**src/rtl/key_player.sv**
```systemverilog
// Replays queued note events onto the one-hot keys bus: each note is pressed for
// its programmed number of ticks, then followed by a fixed all-keys-released gap.
module key_player #(
   parameter int unsigned num_keys   = 24,
   parameter int unsigned dur_w      = 8,
   parameter int unsigned tick_div   = 50000,
   parameter int unsigned gap_ticks  = 10,
   parameter int unsigned fifo_depth = 4
) (
   input  logic                clk,
   input  logic                rst_n,
   input  logic                clear,
   input  logic [4:0]          note_key,
   input  logic [dur_w-1:0]    note_dur,
   input  logic                note_valid,
   output logic                note_ready,
   output logic [num_keys-1:0] keys,
   output logic [4:0]          key,
   output logic                busy,
   output logic                done
);

   localparam int unsigned PtrW = $clog2(fifo_depth);
   localparam int unsigned CntW = PtrW + 1;
   localparam int unsigned PscW = (tick_div > 1) ? $clog2(tick_div) : 1;
   localparam int unsigned GapW = $clog2(gap_ticks + 1);
   localparam int unsigned TckW = (dur_w > GapW) ? dur_w : GapW;

   localparam logic [1:0] StIdle  = 2'd0;
   localparam logic [1:0] StPress = 2'd1;
   localparam logic [1:0] StGap   = 2'd2;

   localparam logic [num_keys-1:0] KeyLsb = {{(num_keys-1){1'b0}}, 1'b1};

   logic [1:0]          r_state;
   logic [CntW-1:0]     r_count;
   logic [PtrW-1:0]     r_wr_ptr;
   logic [PtrW-1:0]     r_rd_ptr;
   logic [4:0]          r_fifo_key [fifo_depth];
   logic [dur_w-1:0]    r_fifo_dur [fifo_depth];
   logic [PscW-1:0]     r_presc;
   logic [TckW-1:0]     r_tcnt;
   logic                r_rdy_en;
   logic [num_keys-1:0] r_keys;
   logic [4:0]          r_key;
   logic                r_done;

   logic                w_full;
   logic                w_push;
   logic                w_pop;
   logic                w_tick;
   logic                w_last;
   logic [4:0]          w_head_key;
   logic [dur_w-1:0]    w_head_dur;
   logic [num_keys-1:0] w_onehot;

   // r_rdy_en holds note_ready low until the first edge after reset release
   assign w_full     = (r_count == CntW'(fifo_depth));
   assign note_ready = r_rdy_en & ~w_full & ~clear;
   assign w_push     = note_valid & note_ready;
   assign w_pop      = (r_state == StIdle) & (r_count != '0) & ~clear;
   assign w_head_key = r_fifo_key[r_rd_ptr];
   assign w_head_dur = r_fifo_dur[r_rd_ptr];
   assign w_tick     = (r_presc == PscW'(tick_div - 1));
   assign w_last     = w_tick & (r_tcnt == TckW'(1));
   assign w_onehot   = (32'(w_head_key) < num_keys) ? (KeyLsb << w_head_key) : '0;

   assign keys = r_keys;
   assign key  = r_key;
   assign done = r_done;
   assign busy = (r_state != StIdle) | (r_count != '0);

   always_ff @(posedge clk) begin
      if (w_push) begin
         r_fifo_key[r_wr_ptr] <= note_key;
         r_fifo_dur[r_wr_ptr] <= note_dur;
      end
   end

   always_ff @(posedge clk or negedge rst_n) begin
      if (!rst_n) begin
         r_count  <= '0;
         r_wr_ptr <= '0;
         r_rd_ptr <= '0;
      end else if (clear) begin
         r_count  <= '0;
         r_wr_ptr <= '0;
         r_rd_ptr <= '0;
      end else begin
         if (w_push) r_wr_ptr <= r_wr_ptr + PtrW'(1);
         if (w_pop)  r_rd_ptr <= r_rd_ptr + PtrW'(1);
         r_count <= r_count + CntW'(w_push) - CntW'(w_pop);
      end
   end

   always_ff @(posedge clk or negedge rst_n) begin
      if (!rst_n) begin
         r_state  <= StIdle;
         r_presc  <= '0;
         r_tcnt   <= '0;
         r_rdy_en <= 1'b0;
         r_keys   <= '0;
         r_key    <= '0;
         r_done   <= 1'b0;
      end else begin
         r_rdy_en <= 1'b1;
         r_done   <= 1'b0;
         // Prescaler idles at 0, so every entry into PRESS or GAP starts a full tick
         r_presc  <= (clear || r_state == StIdle || w_tick) ? '0 : r_presc + PscW'(1);
         if (clear) begin
            r_state <= StIdle;
            r_keys  <= '0;
         end else begin
            case (r_state)
               StIdle: begin
                  if (w_pop && w_head_dur != '0) begin
                     r_state <= StPress;
                     r_tcnt  <= TckW'(w_head_dur);
                     r_key   <= w_head_key;
                     r_keys  <= w_onehot;
                  end
               end
               StPress: begin
                  if (w_last) begin
                     r_state <= StGap;
                     r_tcnt  <= TckW'(gap_ticks);
                     r_keys  <= '0;
                  end else if (w_tick) begin
                     r_tcnt <= r_tcnt - TckW'(1);
                  end
               end
               StGap: begin
                  if (w_last) begin
                     r_state <= StIdle;
                     r_done  <= 1'b1;
                  end else if (w_tick) begin
                     r_tcnt <= r_tcnt - TckW'(1);
                  end
               end
               default: begin
                  r_state <= StIdle;
                  r_keys  <= '0;
               end
            endcase
         end
      end
   end

endmodule

```
**config.mk**
```make
export PLATFORM = sky130hd
export DESIGN_NAME = key_player
export DESIGN_NICKNAME = d
export VERILOG_FILES = /design/src/rtl/key_player.sv
export SDC_FILE = /design/constraint.sdc
export NUM_CORES = 1
export LEC_CHECK = 0
export ABC_AREA = 0
export BUFFER_PORTS_ARGS = -buffer_cell sky130_fd_sc_hd__buf_2
export CAP_MARGIN = 40
export CORE_ASPECT_RATIO = 0.6
export CORE_MARGIN = 8
export CORE_UTILIZATION = 35
export CTS_CLUSTER_SIZE = 25
export DETAILED_ROUTE_END_ITERATION = 6
export SETUP_SLACK_MARGIN = 0.3
export SLEW_MARGIN = 5
export SYNTH_ARGS = -nofsm -noshare
export SYNTH_HDL_FRONTEND = slang
export SYNTH_SLANG_ARGS = --single-unit
```
**constraint.sdc**
```tcl
create_clock -name clk -period 3 [get_ports clk]
set_clock_uncertainty 0.15 [all_clocks]
set_input_delay 0.6 -clock clk [delete_from_list [all_inputs] [get_ports clk]]
set_output_delay 0.6 -clock clk [all_outputs]
set_load 0.01 [all_outputs]
```
After elaboration in Yosys (flattened, before gate mapping)
Memory sizes are Yosys's and may differ from the RTL's.
Index checks and enable logic that the tools add are counted.
{"block": "word_totals", "ff_bits": 64, "latch_bits": 0, "ramBits": 52, "romBits": 0, "input_bits": 17, "output_inout_bits": 32, "elab_cells": 80, "n_memories": 2}
{"memory": "r_fifo_dur", "depth": 4, "width": 8, "read_ports": 1, "rd_ports_with_merged_regs": 0, "wr": 1, "line_no": "40", "rtl": "logic [dur_w-1:0] r_fifo_dur [fifo_depth];"}
{"memory": "r_fifo_key", "depth": 4, "width": 5, "read_ports": 1, "rd_ports_with_merged_regs": 0, "wr": 1, "line_no": "39", "rtl": "logic [4:0] r_fifo_key [fifo_depth];"}
{"block": "classes", "n_addsub": 6, "n_mul": 0, "div_mod_pow": 0, "order_cmp": 1, "n_eq_ne": 11, "shift": 1, "muxes": 26, "bitwise": 9, "n_reduce_logical": 14}
{"op": "$mux 24", "n": 4}
{"op": "$pmux 24 s3", "n": 1}
{"op": "$mux 8", "n": 4}
{"op": "$pmux 8 s3", "n": 1}
{"op": "$shl 1x5->24 const A", "n": 1}
{"op": "$add 16x1->16 const B", "n": 1}
{"op": "$eq 16x16->1 const B", "n": 1}
{"op": "$mux 16", "n": 1}
{"op": "$mux 2", "n": 8}
{"op": "$reduce_and 3->1", "n": 3}
{"op": "$eq 8x1->1 const B", "n": 1}
{"op": "$reduce_bool 8->1", "n": 1}
{"op": "$sub 8x1->8 const B", "n": 1}
{"op": "$and 1x1->1", "n": 6}
{"op": "$ne 3x3->1 const B", "n": 2}
{"op": "$pmux 2 s3", "n": 1}
{"op": "$reduce_bool 2->1", "n": 3}
{"op": "$reduce_bool 3->1", "n": 2}
{"op": "$lt 5x5->1 const B", "n": 1}
{"op": "$mux 1", "n": 5}
{"op": "$add 2x1->2 const B", "n": 2}
{"op": "$ne 2x2->1 const B", "n": 2}
{"op": "$reduce_and 4->1", "n": 1}
{"op": "$add 3x1->3", "n": 1}
{"op": "other kinds (12)", "n": 14}

Depth between registers and ports, before layout
{"block": "depth", "ltp_word": 8, "ltp_mapped": 11}

Worst setup path before layout
OpenSTA, ideal clock, no wires.
{"block": "synth_path", "kind": "input to register", "startpoint": "input clear", "endpoint": "register r_count[2]", "setup_ns": 0.132, "arrival_ns": 2.374, "required_ns": 2.718, "slack_ns": 0.344, "path_stages": 11, "cell_sequence": "nand2b_1 > a21oi_1 > and2_1 > inv_1 > ha_1 > inv_1 > ha_1 > inv_1 > fa_1 > xnor2_1 > nor2_1"}
{"block": "synth_between", "elab_chain_len": 6}
{"item": "start: declaration", "line_no": "12", "rtl": "input logic clear,"}
{"item": "$not 1->1 (no line)"}
{"item": "$and 1x1->1", "line_no": "59", "rtl": "assign note_ready = r_rdy_en & ~w_full & ~clear;"}
{"item": "named net note_ready", "line_no": "16", "rtl": "output logic note_ready,"}
{"item": "$and 1x1->1", "line_no": "60", "rtl": "assign w_push = note_valid & note_ready;"}
{"item": "$add 3x1->3", "line_no": "92", "rtl": "r_count <= r_count + CntW'(w_push) - CntW'(w_pop);"}
{"item": "$sub 3x1->3", "line_no": "92"}
{"item": "$mux 3", "line_no": "85", "rtl": "end else if (clear) begin"}
{"item": "end signal: assignment", "line_no": "92"}
{"item": "end: declaration", "line_no": "36", "rtl": "logic [CntW-1:0] r_count;"}
The timed path passes the listed nets, and every way through them passes these cells.
A chain may end at the register's enable or synchronous reset.

Worst setup path after layout
{"block": "layout_path", "startpoint": "register r_rd_ptr[0]", "endpoint": "register r_keys[11] (netlist: keys[11])"}
{"block": "layout_between", "elab_chain_len": 6}
{"item": "start: declaration", "line_no": "38", "rtl": "logic [PtrW-1:0] r_rd_ptr;"}
{"item": "start signal: assignment", "line_no": "91", "rtl": "if (w_pop) r_rd_ptr <= r_rd_ptr + PtrW'(1);"}
{"item": "$mem_v2 4x5"}
{"item": "$lt 5x5->1 / $shl 1x5->24 (equally long branches)", "line_no": "66", "rtl": "assign w_onehot = (32'(w_head_key) < num_keys) ? (KeyLsb << w_head_key) : '0;"}
{"item": "$mux 24", "line_no": "66"}
{"item": "$mux 24", "line_no": "116", "rtl": "if (w_pop && w_head_dur != '0) begin"}
{"item": "$pmux 24 s3", "line_no": "114", "rtl": "case (r_state)"}
{"item": "$mux 24", "line_no": "110", "rtl": "if (clear) begin"}
{"item": "end signal: assignment", "line_no": "120", "rtl": "r_keys <= w_onehot;"}
{"item": "end: declaration", "line_no": "44", "rtl": "logic [num_keys-1:0] r_keys;"}
Parallel ways exist; a longest one is shown, timed or not. The select of a mux whose other input is x is not followed.

==> summary.txt <==
STA
  • Hold Vio Cnt, Final: 0
  • Slew Limit Fails: 0
  • F_max: 0.3677 GHz
  • Crit share post-route: 90.65%
  • Rel. slew slack: 43.65%
  • Worst-margin pin slew: 0.8453 ns
  • Fin crit period: 2.720 ns
  • RSZ-0062 raised after global routing: true
  • Setup-failing EPs final: 0
  • Fin Setup TNS: 0 ns

Synth
  • Cells after synthesis: 386
  • Netlist Area Pre-Place: 0.005329 sq mm
  • Largest area contributor in the netlist: dfrtp_1
  • Synth area leaders: dfrtp_1, edfxtp_1, mux4_1
  • Post-synth ARST share: 55.17%
  • Synth Area in Compound Gates: 5.025%
  • Yosys reg bits: 116
  • Area share of the largest cell type after synthesis: 30.05%
  • Mux cell area share after synthesis: 14.09%
  • Avg Synthesized Cell Area: 13.81 sq um
  • Largest family of logic cells by synthesized area: multiplexers
  • Post-synth EDFFs: 52
  • Top_reg_cell synth: dfrtp_1
  • Post-Synth Adder-Cell Area: 3.428%
  • Area share of and/or/nand/nor cells after synthesis: 12.35%
  • Post-synthesis cell type count: 49
  • XOR/XNOR share of the synthesized area: 2.794%
  • Sequential-to-total area share from yosys stat: 59.36%
  • Synthesized net count: 417
  • YS warnings: 0

Setup path
  • Worst setup path end: keys[11]
  • Startpoint types: flip-flop
  • Critical path arrival: 2.86 ns
  • CP max FO: 7
  • FF-to-FF path depth: 10
  • CP startpoint: r_rd_ptr[0]
  • Reg2Reg Launch Point: r_rd_ptr[0]
  • Delay-heaviest family, CP: multiplexers
  • Stages on worst setup path: 10
  • Top cell by count, worst path: buf_6
  • Reg2reg end: keys[11]
  • Slowest CP cell: mux4_2
  • Worst Path Required: 3.14 ns
  • CP bufs+invs: 4
  • CP Cell Sequence: buf_6 > buf_6 > mux4_2 > nor4_4 > a21boi_2 > nand2b_4 > a21oi_4 > buf_6 > clkbuf_16 > mux2_4
  • Worst reg2reg setup slack: 0.28 ns
  • Crit Path Category: reg -> reg
  • Critical path endpoint category: flip-flop
  • Crit path largest cell delay: 0.53 ns

Drt
  • Pre-Repair DR Iteration Count: 4
  • Total routed wirelength: 11410 um
  • Post-route ant nets: 0
  • Vias: 3301
  • DRC: 0
  • Drt wl/cell: 16.73 um
  • Vias per std cell: 4.840
  • DR iter-0 viols: 274

Clock network
  • CTS Hold Bufs: 0
  • Num CTS Buffers: 17
  • Worst skew pair latency: 0.40 ns
  • CTS H-Tree Depth: 4
  • CTS tree: yes
  • Clock Sinks: 116
  • CTS root buffer: clkbuf_16
  • Max Root-Sink Buffers: 2
  • Clock-pin slew on the worst setup and hold paths: 0.06 ns

Finish
  • Antenna Cells: 0
  • Final cell count without fillers: 682
  • Layout cells sized above 1: 32.15%
  • Storage cell area: 0.003164 sq mm
  • Area occupied by multi-input gates: 0.002027 sq mm
  • Final Cell Area: 0.006589 sq mm
  • Fillers: 1388
  • Total Nets Final: 497
  • Synth-to-Final Area Change: 23.64%

Power and ir drop
  • Worst vdd ir: 0.4341 mV
  • P_leak: 0.002803 uW
  • Cell Pwr Density: 840.4 mW/mm^2
  • Power, Total: 5537 uW

Placement
  • Number of port buffers: 48
  • Hpwl dp: 7743 um
  • Placed cell count: 640
  • GP Congestion: 0.8227
  • Placed Area: 0.005843 sq mm

Global route
  • Largest net degree at the start of global routing: 65
  • Grt ovf: 0
  • First-pass GRT wire length: 18540 um
  • Antenna violations before repair: 0
  • All-Layer GR Usage: 11.97%
  • Vias in the first global route: 3380

Floorplanning
  • Rows: 35
  • Die height: 111.6 um
  • Initial Util: 35.27%
  • Core area: 0.01511 sq mm
  • Die X: 175.3 um
  • Die ar.: 0.01956 sq mm
  • Io pins: 49

Job
  • Max cap viols: 0

Status
  • Status: finished clean

Min path
  • Worst min-delay path class: in -> async
## metrics by stage
| stage | util (%) | setup slack, ns | hold WS [ns] |
|---|---|---|---|
| floorplan | - | 0.3444 | 0.1544 |
| CTS | 43.36 | 0.2491 | 0.2451 |
| finish | 43.61 | 0.2804 | 0.2414 |
| global placement | 38.67 | 0.2843 | 0.2877 |
| global route | 43.61 | 0.1304 | 0.2554 |
| detailed placement | 38.67 | 0.2091 | 0.3019 |
## area by class of cell
class | count | area share [%]
Sequential cell | 116 | 48.02
Multi-Input combinational cell | 245 | 30.76
Timing Repair Buffer | 73 | 7.843
Clock buffer | 17 | 6.457
Tap cell | 203 | 3.855
Clock inverter | 15 | 2.317
Inverter | 13 | 0.7406
## layer usage
| metal | share of wire [%] | global-route usage [%] | up-vias |
|---|---|---|---|
| met5 | 0 | 0 | - |
| met4 | 0.18 | 2.250 | 0 |
| met3 | 4.7 | 4.055 | 4 |
| met2 | 43 | 16.90 | 66 |
| met1 | 52 | 17.50 | 1671 |
| li1 | - | - | 1560 |
## cells in the mapped netlist, types with 9 or more instances
cell type	number
and3_1	13
mux4_1	12
o21ai_0	11
inv_1	12
mux2_2	10
dfrtp_1	64
nor2_1	52
xor2_1	9
edfxtp_1	52
nand3_1	13
ha_1	13
mux2_4	20
nand2_1	27
## flip-flops by register name, indices dropped and copies added (netlist names)
signal      flops
r_wr_ptr        2
done            1
r_fifo_key     20
keys           24
r_fifo_dur     32
r_tcnt          8
r_presc        16
r_count         3
r_rd_ptr        2
r_rdy_en        1
r_state         2
key             5
## where the power goes
part / internal [uW] / switching, uW / total [uW]
sequential: 1830 / 138 / 1970
clock: 1230 / 743 / 1970
combinational: 788 / 809 / 1600
## cell families after synthesis
logic type                 count (synthesis)
and+or+nand+nor                          134
DFF                                      116
muxes                                     43
AOI/OAI and AO/OA                         36
buffers and inverters                     25
xor gates and xnor gates                  17
adders and majority gates                 14
other                                      1
## worst min-delay path by stage
stage	endpoint	startpoint	slack, ns	cells past startpoint
after floorplan	done	rst_n	0.15	0
after global placement	r_presc[0]	r_presc[0]	0.29	1
after detailed placement	r_presc[0]	r_presc[0]	0.30	1
after CTS	r_fifo_dur[0][7]	note_dur[7]	0.25	1
after global routing	r_fifo_key[0][3]	note_key[3]	0.26	1
final	r_presc[3]	rst_n	0.24	2
## placed cells by master (no fill, tap or decap), types with 9 or more instances in the layout
| cell type | n |
|---|---|
| xor2_1 | 9 |
| mux2_4 | 24 |
| ha_1 | 13 |
| nand2_1 | 27 |
| nand3_1 | 13 |
| inv_1 | 12 |
| nor2_1 | 52 |
| and3_1 | 13 |
| edfxtp_1 | 52 |
| dfrtp_1 | 63 |
| buf_4 | 16 |
| o21ai_0 | 11 |
| buf_2 | 48 |
| clkbuf_16 | 18 |
## repair_timing
| item | in CTS | in global routing |
|---|---|---|
| resized for setup | 20 | 3 |
| setup buffers | 7 | 0 |
| setup endpoints to repair | 28 | 32 |
| cloned | 2 | 1 |
| pin swaps | 1 | 2 |
(Power assumes the default switching activity.)
